<file path="src/rtl/mips_pkg.sv">
// mips_pkg: multiply/divide op codes and sequencer state encodings shared by the EX stage.
package mips_pkg;
  typedef enum logic [2:0] {
    MD_MULT  = 3'd0,
    MD_MULTU = 3'd1,
    MD_DIV   = 3'd2,
    MD_DIVU  = 3'd3,
    MD_MTHI  = 3'd4,
    MD_MTLO  = 3'd5,
    MD_MFHI  = 3'd6,
    MD_MFLO  = 3'd7
  } md_op_e;
  typedef enum logic [1:0] {
    MD_IDLE  = 2'd0,
    MD_RUN   = 2'd1,
    MD_FIXUP = 2'd2
  } md_state_e;
endpackage

</file>
<file path="src/rtl/muldiv_core.sv">
// muldiv_core: one shift-add multiply or restoring-divide step per cycle on unsigned magnitudes.
// Multiply leaves the product in hi:lo; divide leaves remainder in hi and quotient in lo.
module muldiv_core #(
  parameter int DATA_W = 32
) (
  input  logic              clk,
  input  logic              reset,
  input  logic              load,
  input  logic              step,
  input  logic              div,
  input  logic [DATA_W-1:0] ld_hi,
  input  logic [DATA_W-1:0] ld_lo,
  input  logic [DATA_W-1:0] ld_b,
  output logic [DATA_W-1:0] hi,
  output logic [DATA_W-1:0] lo
);
  logic [DATA_W-1:0] hi_q, lo_q, b_q, hi_d, lo_d;
  logic [DATA_W:0] sum, rem, dif;
  always_comb begin
    sum  = {1'b0, hi_q} + (lo_q[0] ? {1'b0, b_q} : '0);
    rem  = {hi_q, lo_q[DATA_W-1]};
    dif  = rem - {1'b0, b_q};
    hi_d = div ? (dif[DATA_W] ? rem[DATA_W-1:0] : dif[DATA_W-1:0]) : sum[DATA_W:1];
    lo_d = div ? {lo_q[DATA_W-2:0], ~dif[DATA_W]} : {sum[0], lo_q[DATA_W-1:1]};
  end
  always_ff @(posedge clk or negedge reset) begin
    if (!reset) begin
      hi_q <= '0;
      lo_q <= '0;
      b_q  <= '0;
    end else if (load) begin
      hi_q <= ld_hi;
      lo_q <= ld_lo;
      b_q  <= ld_b;
    end else if (step) begin
      hi_q <= hi_d;
      lo_q <= lo_d;
    end
  end
  assign hi = hi_q;
  assign lo = lo_q;
endmodule

</file>
<file path="src/rtl/ex_muldiv_unit.sv">
// ex_muldiv_unit: EX-stage HI/LO unit sequencing iterative MULT/DIV, MTxx writes and MFxx reads.
// The issuing MULT/DIV is held in EX by o_stall; the o_done cycle releases it without re-accepting.
module ex_muldiv_unit import mips_pkg::*; #(
  parameter int DATA_W = 32,
  parameter int CNT_W  = $clog2(DATA_W+1)
) (
  input  logic              clk,
  input  logic              reset,
  input  logic              i_valid,
  input  logic [2:0]        i_op,
  input  logic [DATA_W-1:0] i_rs_data,
  input  logic [DATA_W-1:0] i_rt_data,
  input  logic              i_flush,
  output logic              o_stall,
  output logic              o_busy,
  output logic              o_done,
  output logic [DATA_W-1:0] o_read_data,
  output logic [DATA_W-1:0] o_hi,
  output logic [DATA_W-1:0] o_lo
);
  md_op_e            op;
  md_state_e         state_q, state_d;
  logic [CNT_W-1:0]  cnt_q, cnt_d;
  logic [DATA_W-1:0] hi_q, hi_d, lo_q, lo_d, c_hi, c_lo, a_mag, b_mag, ld_hi, ld_lo;
  logic [2*DATA_W-1:0] prod;
  logic done_q, done_d, neg_q, neg_d, rneg_q, rneg_d, div_q, div_d;
  logic load, step, iter, is_div, sgn, a_neg, b_neg, dz;
  assign op     = md_op_e'(i_op);
  assign iter   = op inside {MD_MULT, MD_MULTU, MD_DIV, MD_DIVU};
  assign is_div = op inside {MD_DIV, MD_DIVU};
  assign sgn    = op inside {MD_MULT, MD_DIV};
  assign a_neg  = sgn & i_rs_data[DATA_W-1];
  assign b_neg  = sgn & i_rt_data[DATA_W-1];
  assign a_mag  = a_neg ? -i_rs_data : i_rs_data;
  assign b_mag  = b_neg ? -i_rt_data : i_rt_data;
  assign dz     = is_div && i_rt_data == '0;
  // Divide by zero preloads the final HI/LO and goes straight to FIXUP with no sign correction.
  assign ld_hi  = dz ? i_rs_data : '0;
  assign ld_lo  = dz ? '1 : a_mag;
  assign prod   = {c_hi, c_lo};
  always_comb begin
    state_d = state_q;
    cnt_d   = cnt_q;
    hi_d    = hi_q;
    lo_d    = lo_q;
    done_d  = 1'b0;
    neg_d   = neg_q;
    rneg_d  = rneg_q;
    div_d   = div_q;
    load    = 1'b0;
    step    = 1'b0;
    case (state_q)
      MD_IDLE: if (i_valid && !i_flush) begin
        if (op == MD_MTHI) hi_d = i_rs_data;
        if (op == MD_MTLO) lo_d = i_rs_data;
        if (iter && !done_q) begin
          load    = 1'b1;
          neg_d   = !dz && (a_neg ^ b_neg);
          rneg_d  = !dz && a_neg;
          div_d   = is_div;
          cnt_d   = '0;
          state_d = dz ? MD_FIXUP : MD_RUN;
        end
      end
      MD_RUN: begin
        step    = 1'b1;
        cnt_d   = cnt_q + CNT_W'(1);
        state_d = cnt_q == CNT_W'(DATA_W-1) ? MD_FIXUP : MD_RUN;
      end
      MD_FIXUP: begin
        if (div_q) begin
          lo_d = neg_q ? -c_lo : c_lo;
          hi_d = rneg_q ? -c_hi : c_hi;
        end else
          {hi_d, lo_d} = neg_q ? -prod : prod;
        done_d  = 1'b1;
        state_d = MD_IDLE;
      end
      default: state_d = MD_IDLE;
    endcase
    if (i_flush) begin
      state_d = MD_IDLE;
      hi_d    = hi_q;
      lo_d    = lo_q;
      done_d  = 1'b0;
    end
  end
  always_ff @(posedge clk or negedge reset) begin
    if (!reset) begin
      state_q <= MD_IDLE;
      cnt_q   <= '0;
      hi_q    <= '0;
      lo_q    <= '0;
      done_q  <= 1'b0;
      neg_q   <= 1'b0;
      rneg_q  <= 1'b0;
      div_q   <= 1'b0;
    end else begin
      state_q <= state_d;
      cnt_q   <= cnt_d;
      hi_q    <= hi_d;
      lo_q    <= lo_d;
      done_q  <= done_d;
      neg_q   <= neg_d;
      rneg_q  <= rneg_d;
      div_q   <= div_d;
    end
  end
  muldiv_core #(.DATA_W(DATA_W)) u_core (
    .clk   (clk),
    .reset (reset),
    .load  (load),
    .step  (step),
    .div   (div_q),
    .ld_hi (ld_hi),
    .ld_lo (ld_lo),
    .ld_b  (b_mag),
    .hi    (c_hi),
    .lo    (c_lo)
  );
  assign o_stall     = i_valid && (state_q != MD_IDLE || (iter && !done_q && !i_flush));
  assign o_busy      = state_q != MD_IDLE;
  assign o_done      = done_q;
  assign o_hi        = hi_q;
  assign o_lo        = lo_q;
  assign o_read_data = (state_q == MD_IDLE && i_valid) ?
                       (op == MD_MFHI ? hi_q : op == MD_MFLO ? lo_q : '0) : '0;
endmodule
</file>
<file path="config.mk">
export PLATFORM = sky130hd
export DESIGN_NAME = ex_muldiv_unit
export DESIGN_NICKNAME = d
export VERILOG_FILES = /design/src/rtl/mips_pkg.sv /design/src/rtl/muldiv_core.sv /design/src/rtl/ex_muldiv_unit.sv
export SDC_FILE = /design/constraint.sdc
export NUM_CORES = 1
export LEC_CHECK = 0
export ABC_CLOCK_PERIOD_IN_PS = 10500
export BUFFER_PORTS_ARGS = -buffer_cell sky130_fd_sc_hd__buf_4
export CORE_UTILIZATION = 50
export DETAILED_ROUTE_END_ITERATION = 10
export PLACE_DENSITY = 0.74
export SYNTH_ARGS = -nofsm -noshare
export SYNTH_HDL_FRONTEND = slang
export SYNTH_SLANG_ARGS = --single-unit
</file>
<file path="constraint.sdc">
create_clock -name clk -period 10.5 [get_ports clk]
set_input_delay 1.575 -clock clk [delete_from_list [all_inputs] [get_ports clk]]
set_output_delay 1.575 -clock clk [all_outputs]
set_load 0.05 [all_outputs]
</file>
# --- After elaboration in Yosys (flattened, before gate mapping) ---
# Index checks and enable logic that the tools add are counted.
op_classes:
  add_sub_neg: 8
  eq_ne: 16
  n_mux: 41
  n_bitwise: 5
  reduce_logical: 27
ops:
  columns: ["cell", "n"]
  rows:
  - ["$mux W32", 23]
  - ["$neg A32 Y32", 4]
  - ["$pmux W32 S2", 2]
  - ["$mux W64", 1]
  - ["$neg A64 Y64", 1]
  - ["$add A32 B33 Y33", 1]
  - ["$sub A33 B32 Y33", 1]
  - ["$logic_not A32 Y1", 1]
  - ["$eq A3 B3 Y1 const B", 4]
  - ["$mux W6", 2]
  - ["$pmux W6 S2", 1]
  - ["$reduce_bool A2 Y1", 6]
  - ["$mux W2", 5]
  - ["$logic_and A1 B1 Y1", 8]
  - ["$ne A2 B2 Y1 const B", 4]
  - ["$reduce_and A4 Y1", 2]
  - ["$add A6 B1 Y6 const B", 1]
  - ["$eq A3 B2 Y1 const B", 2]
  - ["$eq A6 B5 Y1 const B", 1]
  - ["$mux W1", 6]
  - ["$ne A3 B3 Y1 const B", 2]
  - ["$reduce_and A3 Y1", 2]
  - ["$pmux W2 S2", 1]
  - ["$reduce_bool A4 Y1", 1]
  - ["11 further kinds", 15]
word_totals:
  register_bits: 172
  input_bits: 71

# --- Depth between registers and ports, before layout ---
# Gate-level depths: netlist (run 1).
logic_depth:
  depth_word: 8
  ltp_mapped: 14

# --- By module ---
# Synthesis (run 1) repeated with hierarchy kept, for this count alone.
hier_totals:
  hier_cells: 2064
  area_unflattened_um2: 15753.9
by_module_without_submodules:
  columns: ["module", "instances", "cells_per_inst", "area_each_um2", "seq_area_each_um2"]
  rows:
  - ["muldiv_core", 1, 1048, 8381.8, 2402.3]
  - ["ex_muldiv_unit", 1, 1016, 7372.1, 1901.8]

# --- Worst setup path before layout (run 1) ---
# OpenSTA, ideal clock, no wires.
synth_path:
  kind: "input to output"
  from: "input port i_op[2]"
  to: "output port o_read_data[27]"
  arrival_time_ps: 2916
  required_ps: 8925
  path_slack_ps: 6009
  stages: 5
  path_buffers: 2
  cell_sequence: "and3_1 -> clkbuf_1 -> clkbuf_1 -> a22oi_1 -> nor2_1"
synth_via:
  elab_chain_len: 4
synth_rtl:
  columns: ["item", "line_no", "rtl"]
  rows:
  - ["from (decl)", "ex_muldiv_unit.sv:10", "input logic [2:0] i_op,"]
  - ["$eq A3 B3 Y1", "ex_muldiv_unit.sv:127", "(op == MD_MFHI ? hi_q : op == MD_MFLO ? lo_q : '0) : '0;"]
  - ["$mux W32", "ex_muldiv_unit.sv:127", null]
  - ["$mux W32 (*)", "ex_muldiv_unit.sv:127", null]
  - ["$mux W32 (*)", "ex_muldiv_unit.sv:126", "assign o_read_data = (state_q == MD_IDLE && i_valid) ?"]
  - ["to (decl)", "ex_muldiv_unit.sv:17", "output logic [DATA_W-1:0] o_read_data,"]
# Mark *: on every way between the ends. The rest lies on a longest branch, timed or not.

# --- Worst setup path in the final report (run 1) ---
layout_path:
  from: "input port i_op[2]"
  to: "output port o_read_data[12]"
# The elaborated chain is that of the path after synthesis.

==> impl_metrics.ini, run 1 <==
[run_status]
status = completed

[logic_synthesis]
yosys.area_share.simple_pct = 21.75
synth_edf_count = 0
ys.flop_type = dfrtp_1
async_reset_ff_share_pct = 100.0
synth_compound_area_share_pct = 26.42
synth_nets = 2155
synth.distinct_cells = 90
syn_inst = 2013
yosys.area_share.xor_xnor_pct = 9.455
synthMuxAreaShare_pct = 3.696
avgSynthCellArea_um2 = 7.685
syn_area_um2 = 15470
yosysSeqAreaShare_pct = 27.82
synth-seq-cells = 172
synth-warning-count = 0
synth_fa_ha_area_share_pct = 5.840
synth_top_family_by_area = compound AO/OA/AOI/OAI gates

[place]
io_buffers = 169
placed_area_um2 = 16900
gp_congestion = 0.9975
hpwl_um = 40240

[worst_setup_path]
cp_data_required_time_ps = 8930
timing_worst_setup_path_type = primary input to primary output
cp-start-kind = primary input
crit_path_end_kind = primary output
worstPathArrival_ps = 3260
crit_fanout = 32

[routing]
viasPerCell = 6.320
wl_per_cell_um = 20.70
drc_errors = 0
first_pass_iters = 6
drt-initial-drc-count = 1411
ant_nets = 0
drt-total-wl_um = 51820
vias = 15820

[timing]
finClkSkew_ps = 9.761
setup_viol = 0
finalMaxSlewViolations = 0
period_share_pct = 46.04
slew_headroom_pct = 22.30
tns_ps = 0
rsz0062_at_grt = false
fmax_mhz = 206.9
min_period_ps = 4834
finalHoldViolations = 0
worst_pin_slew_ps = 1164

[layout]
fin_area_um2 = 17480
fin_util_pct = 57.29
antenna_cells = 0
final_nets = 2236
area_delta_synth_final_pct = 12.99
layout_common_cells = 262 x nand2_1, 221 x nor2_1, 184 x buf_4, 183 x o21ai_0, 171 x dfrtp_1
drive_above_1_share_pct = 13.81
final_common_cell = nand2_1

[power_and_ir_drop]
p_leak_nw = 7.530
p_total_w = 0.004874
worst_ir_drop_vdd_mv = 0.1966
pwr_density_cell_nw_per_um2 = 278.8

[run]
maxCapViolations = 0

[cts]
ctsResizeCount = 0
numCtsBuffers = 17
htree_levels = 4
cts.sinks = 172
worstSkewPairLatency_ps = 450
cts_root_buf = clkbuf_16
cts_tree = done
cts_hold_buf = 0
clockBufferDepth = 2
clkTransAtPathRegs_ps = 70
post_cts_buffers = 0

[global_routing]
grt_max_degree = 93
grt_overflow_total = 0
grt_pass1_wl_um = 80310
grtUsageTotal_pct = 32.66
grt_pass1_vias = 14410
antenna_found_initial = 0

[die]
core.rowCount = 64
start_util_pct = 50.71
io_pins = 170
die_area_um2 = 31650
die-width_um = 177.9
die_h_um = 177.9
core_um2 = 30510

[min_path]
hold_path.class = flop to flop
[cell families (layout without fill, tap and decap cells)]
| kind of cell | after synthesis | in the layout |
|---|---|---|
| AO/OA/AOI/OAI | 637 | 637 |
| XOR/XNOR | 167 | 167 |
| adder cells (fa/ha/maj) | 71 | 71 |
| buffers and inverters | 195 | 289 |
| flip-flops | 172 | 172 |
| multiplexers | 54 | 54 |
| AND/OR/NAND/NOR | 717 | 717 |
[sequential cells by signal (all words and copies together) (netlist names)]
signal and cells:
o_hi 32, o_lo 32, u_core.b_q 32, u_core.hi 32, u_core.lo 32, cnt_q 6
state_q 2, div_q 1, neg_q 1, o_done 1, rneg_q 1
[area by class of cell]
type                    instances  area (um^2)
clock buffers                  19        442.9
clock inverters                13        132.6
fillers                      2815        13030
inverters                      72        270.3
multi-input cells            1646        10440
flip-flops and latches        172         4305
well taps                     396        495.5
repair buffers                185         1393
[synthesized netlist by cell type (all sizes together), types with 11 or more instances]
library cell / instances / area, um^2
nand2: 263 / 994.7
nor2: 227 / 873.3
o21ai: 194 / 978.4
dfrtp: 172 / 4304
a21oi: 133 / 665.6
clkbuf: 100 / 375.4
xnor2: 98 / 858.3
inv: 71 / 266.5
ha: 69 / 863.3
xor2: 69 / 604.3
o31ai: 54 / 405.4
a22oi: 38 / 285.3
nand3: 38 / 190.2
nor3: 35 / 196.4
a21o: 29 / 217.7
mux2i: 29 / 290.3
mux2: 25 / 281.5
o22ai: 24 / 150.1
or4: 24 / 191.4
buf: 23 / 130.1
nor4: 20 / 158.9
a31oi: 17 / 106.4
nand2b: 17 / 106.4
o21a: 17 / 127.6
a221oi: 16 / 146.4
or3: 16 / 105.1
a211oi: 14 / 105.1
o211ai: 14 / 105.1
or2: 13 / 81.33
nand4: 12 / 75.07
o311ai: 12 / 112.6
o41ai: 11 / 103.9
[critical path, cell delays in order]
cell and delay, ps:
buf_4 120, nand2_1 70, nor2_2 870, a22oi_1 220, nor2_1 170, buf_4 230
[power breakdown]
part           total, W  internal (W)  switching (W)
Clock          0.000637      0.000340       0.000297
Combinational   0.00299       0.00117        0.00181
Sequential      0.00125      0.000862       0.000387
Total           0.00487       0.00238        0.00250
[stage by stage]
stage / setup WS (ps) / hold WS [ps] / std cells
4_1_cts: 5679 / 486.4 / 2503
6_report: 5666 / 479.8 / 2503
3_3_place_gp: 5719 / 462.4 / 2471
5_1_grt: 5551 / 497.2 / 2503
3_5_place_dp: 5677 / 471.2 / 2471
2_1_floorplan: 6009 / 449.8 / 2013
[final timing paths]
kind | startpoint | end | slack [ps] | cells past startpoint
setup / recovery | i_op[2] | o_read_data[12] | 5670 | 6
hold / removal | u_core.b_q[12]$_DFFE_PN0P_ | u_core.b_q[12]$_DFFE_PN0P_ | 480 | 2
setup reg to reg | u_core.lo[0]$_DFFE_PN0P_ | u_core.hi[28]$_DFFE_PN0P_ | 6070 | 11
hold reg to reg | u_core.b_q[12]$_DFFE_PN0P_ | u_core.b_q[12]$_DFFE_PN0P_ | 480 | 2
max in group asynchronous | reset | u_core.hi[26]$_DFFE_PN0P_ | 7740 | 2
min in group asynchronous | reset | o_lo[4]$_DFFE_PN0P_ | 1170 | 1
[metal layers]
| layer | vias to the layer above | wire [um] | track usage [%] |
|---|---|---|---|
| li1 | 7454 | - | - |
| met1 | 7498 | 22250 | 43.96 |
| met3 | 91 | 4185 | 3.899 |
| met4 | 0 | 1749 | 12.61 |
| met2 | 777 | 23630 | 53.26 |
| met5 | - | 0 | 0 |
(Power assumes the default switching activity.)
==> run 2: changes to the inputs <==
--- a/config.mk
+++ b/config.mk
@@ -5,7 +5,7 @@
 export SDC_FILE = /design/constraint.sdc
 export NUM_CORES = 1
 export LEC_CHECK = 0
-export ABC_CLOCK_PERIOD_IN_PS = 10500
+export ABC_CLOCK_PERIOD_IN_PS = 5000
 export BUFFER_PORTS_ARGS = -buffer_cell sky130_fd_sc_hd__buf_4
 export CORE_UTILIZATION = 50
 export DETAILED_ROUTE_END_ITERATION = 10
==> constraint.sdc (replaced) <==
create_clock -name clk -period 5 [get_ports clk]
set_input_delay 0.75 -clock clk [delete_from_list [all_inputs] [get_ports clk]]
set_output_delay 0.75 -clock clk [all_outputs]
set_load 0.05 [all_outputs]
==> run 2 against run 1 <==
- cell count is 0.36% higher
- core utilization is 0.32 points higher
- clock power is 110% higher
- wire length is 4.4% higher
- die area stayed put
- power is 110% higher
- first-iteration DRC count is 11% higher
- hold slack worse by 130 ps
- register-to-register slack worse by 5100 ps
- sequential share of layout area is 0.13 points lower
- via count is 0.16% higher
- combinational power is 110% higher
==> impl_metrics.ini, run 2 (synthesis gave the netlist of run 1 again) <==
[run_status]
status = completed

[routing]
viasPerCell = 6.308
drt-total-wl_um = 54080
ant_nets = 0
vias = 15850
drt-initial-drc-count = 1566
wl_per_cell_um = 21.53
first_pass_iters = 5
drc_errors = 0

[power_and_ir_drop]
seqPwrFrac_pct = 25.2
combPwrFrac_pct = 61.7
p_leak_nw = 7.582
power.switching_w = 0.005327
netSwitchingFraction_pct = 51.22
clkPwrFrac_pct = 13.1
power.internal_w = 0.005073
pwr_density_cell_nw_per_um2 = 591.8
worst_ir_drop_vdd_mv = 0.2668

[place]
hpwl_um = 42320
gp_congestion = 0.9855
io_buffers = 169

[timing]
setup_viol = 0
finalHoldViolations = 0
slew_headroom_pct = 20.86
min_period_ps = 3989
fmax_mhz = 250.7
finalMaxSlewViolations = 0
tns_ps = 0
period_share_pct = 79.77
finClkSkew_ps = 14.07
rsz0062_at_grt = false
worst_pin_slew_ps = 1186

[global_routing]
antenna_found_initial = 0
grt_pass1_wl_um = 83700
grt_overflow_total = 0
grt_pass1_vias = 14710
grtUsageTotal_pct = 34.47
grt_max_degree = 88

[layout]
antenna_cells = 0
final_nets = 2247
drive_above_1_share_pct = 14.18
fin_util_pct = 57.61
final_common_cell = nand2_1
layout_common_cells = 262 x nand2_1, 222 x nor2_1, 194 x buf_4, 183 x o21ai_0, 171 x dfrtp_1
area_delta_synth_final_pct = 13.61

[worst_setup_path]
timing_worst_setup_path_type = flop to flop
critPathMaxStageDelay_ps = 650
cp_cell_sequence = inv_1, fa_1, nand2b_1, a21oi_1, o21a_1, o311ai_1, nor3b_1, xnor2_2, buf_4, buf_4, mux2i_1, o21ai_0
r2r.worst_path.cells = 12
cp_data_required_time_ps = 5300
cpMaxStageDelayCell = xnor2_2
worstPathArrival_ps = 4290
cpMostUsedCell = buf_4
crit_fanout = 23
crit_path_end_kind = flop
cp-start-kind = flop

[die]
core_um2 = 30510
io_pins = 170
die_h_um = 177.9
die-width_um = 177.9
die_area_um2 = 31650
core.rowCount = 64
start_util_pct = 50.71

[cts]
post_cts_buffers = 0
cts_hold_buf = 0
cts_tree = done
cts.sinks = 172
ctsResizeCount = 0
numCtsBuffers = 17
clkTransAtPathRegs_ps = 70
cts_root_buf = clkbuf_16
htree_levels = 4
clockBufferDepth = 2
worstSkewPairLatency_ps = 450

[run]
maxCapViolations = 0

[min_path]
hold_path.class = primary input to asynchronous set/reset pin
[run 2: cell type report]
cell class | instances | area, um^2
Fill cell | 2850 | 12930
Multi-Input combinational cell | 1646 | 10440
Sequential cell | 172 | 4305
Timing Repair Buffer | 196 | 1488
Tap cell | 396 | 495.5
Clock buffer | 18 | 439.2
Inverter | 72 | 270.3
Clock inverter | 12 | 140.1
[run 2: metal layers]
metal | track usage [%] | share of wire, %
met5 | 0 | 0
met4 | 12.43 | 3.3
met3 | 4.670 | 8.3
met2 | 56.73 | 46
met1 | 45.98 | 42
[run 2: through the flow]
stage | total power [W] | setup slack, ps | hold WS, ps | std cells | area [um^2]
floorplan | 0.007024 | 1636 | 449.8 | 2013 | 15470
global placement | 0.008803 | 1178 | 462.9 | 2482 | 17000
detailed placement | 0.008887 | 1102 | 473.2 | 2482 | 17000
CTS | 0.01026 | 1089 | 387.2 | 2512 | 17580
global route | 0.01107 | 752.5 | 416.4 | 2512 | 17580
finish | 0.01040 | 1011 | 349.6 | 2512 | 17580
[run 2: worst max-delay path, delay by kind of cell, from the launching register on]
kind | cells | cell delay (ps)
compound gates | 4 | 760
xor+xnor | 1 | 650
fa+ha+maj | 1 | 470
buf+inv | 3 | 830
flops | 1 | 550
mux | 1 | 180
simple gates | 2 | 400
[run 2: final timing paths]
path	from	to	slack [ps]
max	u_core.hi[0]$_DFFE_PN0P_	u_core.hi[4]$_DFFE_PN0P_	1010
min	reset	o_lo[6]$_DFFE_PN0P_	350
max reg2reg	u_core.hi[0]$_DFFE_PN0P_	u_core.hi[4]$_DFFE_PN0P_	1010
min reg2reg	u_core.b_q[17]$_DFFE_PN0P_	u_core.b_q[17]$_DFFE_PN0P_	480
max in group asynchronous	reset	o_hi[22]$_DFFE_PN0P_	3690
min in group clk	u_core.b_q[17]$_DFFE_PN0P_	u_core.b_q[17]$_DFFE_PN0P_	480
[run 2: power groups by stage]
stage / clock (W) / sequential (W) / combinational (W)
after CTS: 0.00137 / 0.00258 / 0.00631
after detailed placement: 0 / 0.00261 / 0.00628
after global placement: 0 / 0.00258 / 0.00622
final: 0.00136 / 0.00262 / 0.00642
after global routing: 0.00142 / 0.00267 / 0.00697
after floorplan: 0 / 0.00265 / 0.00437
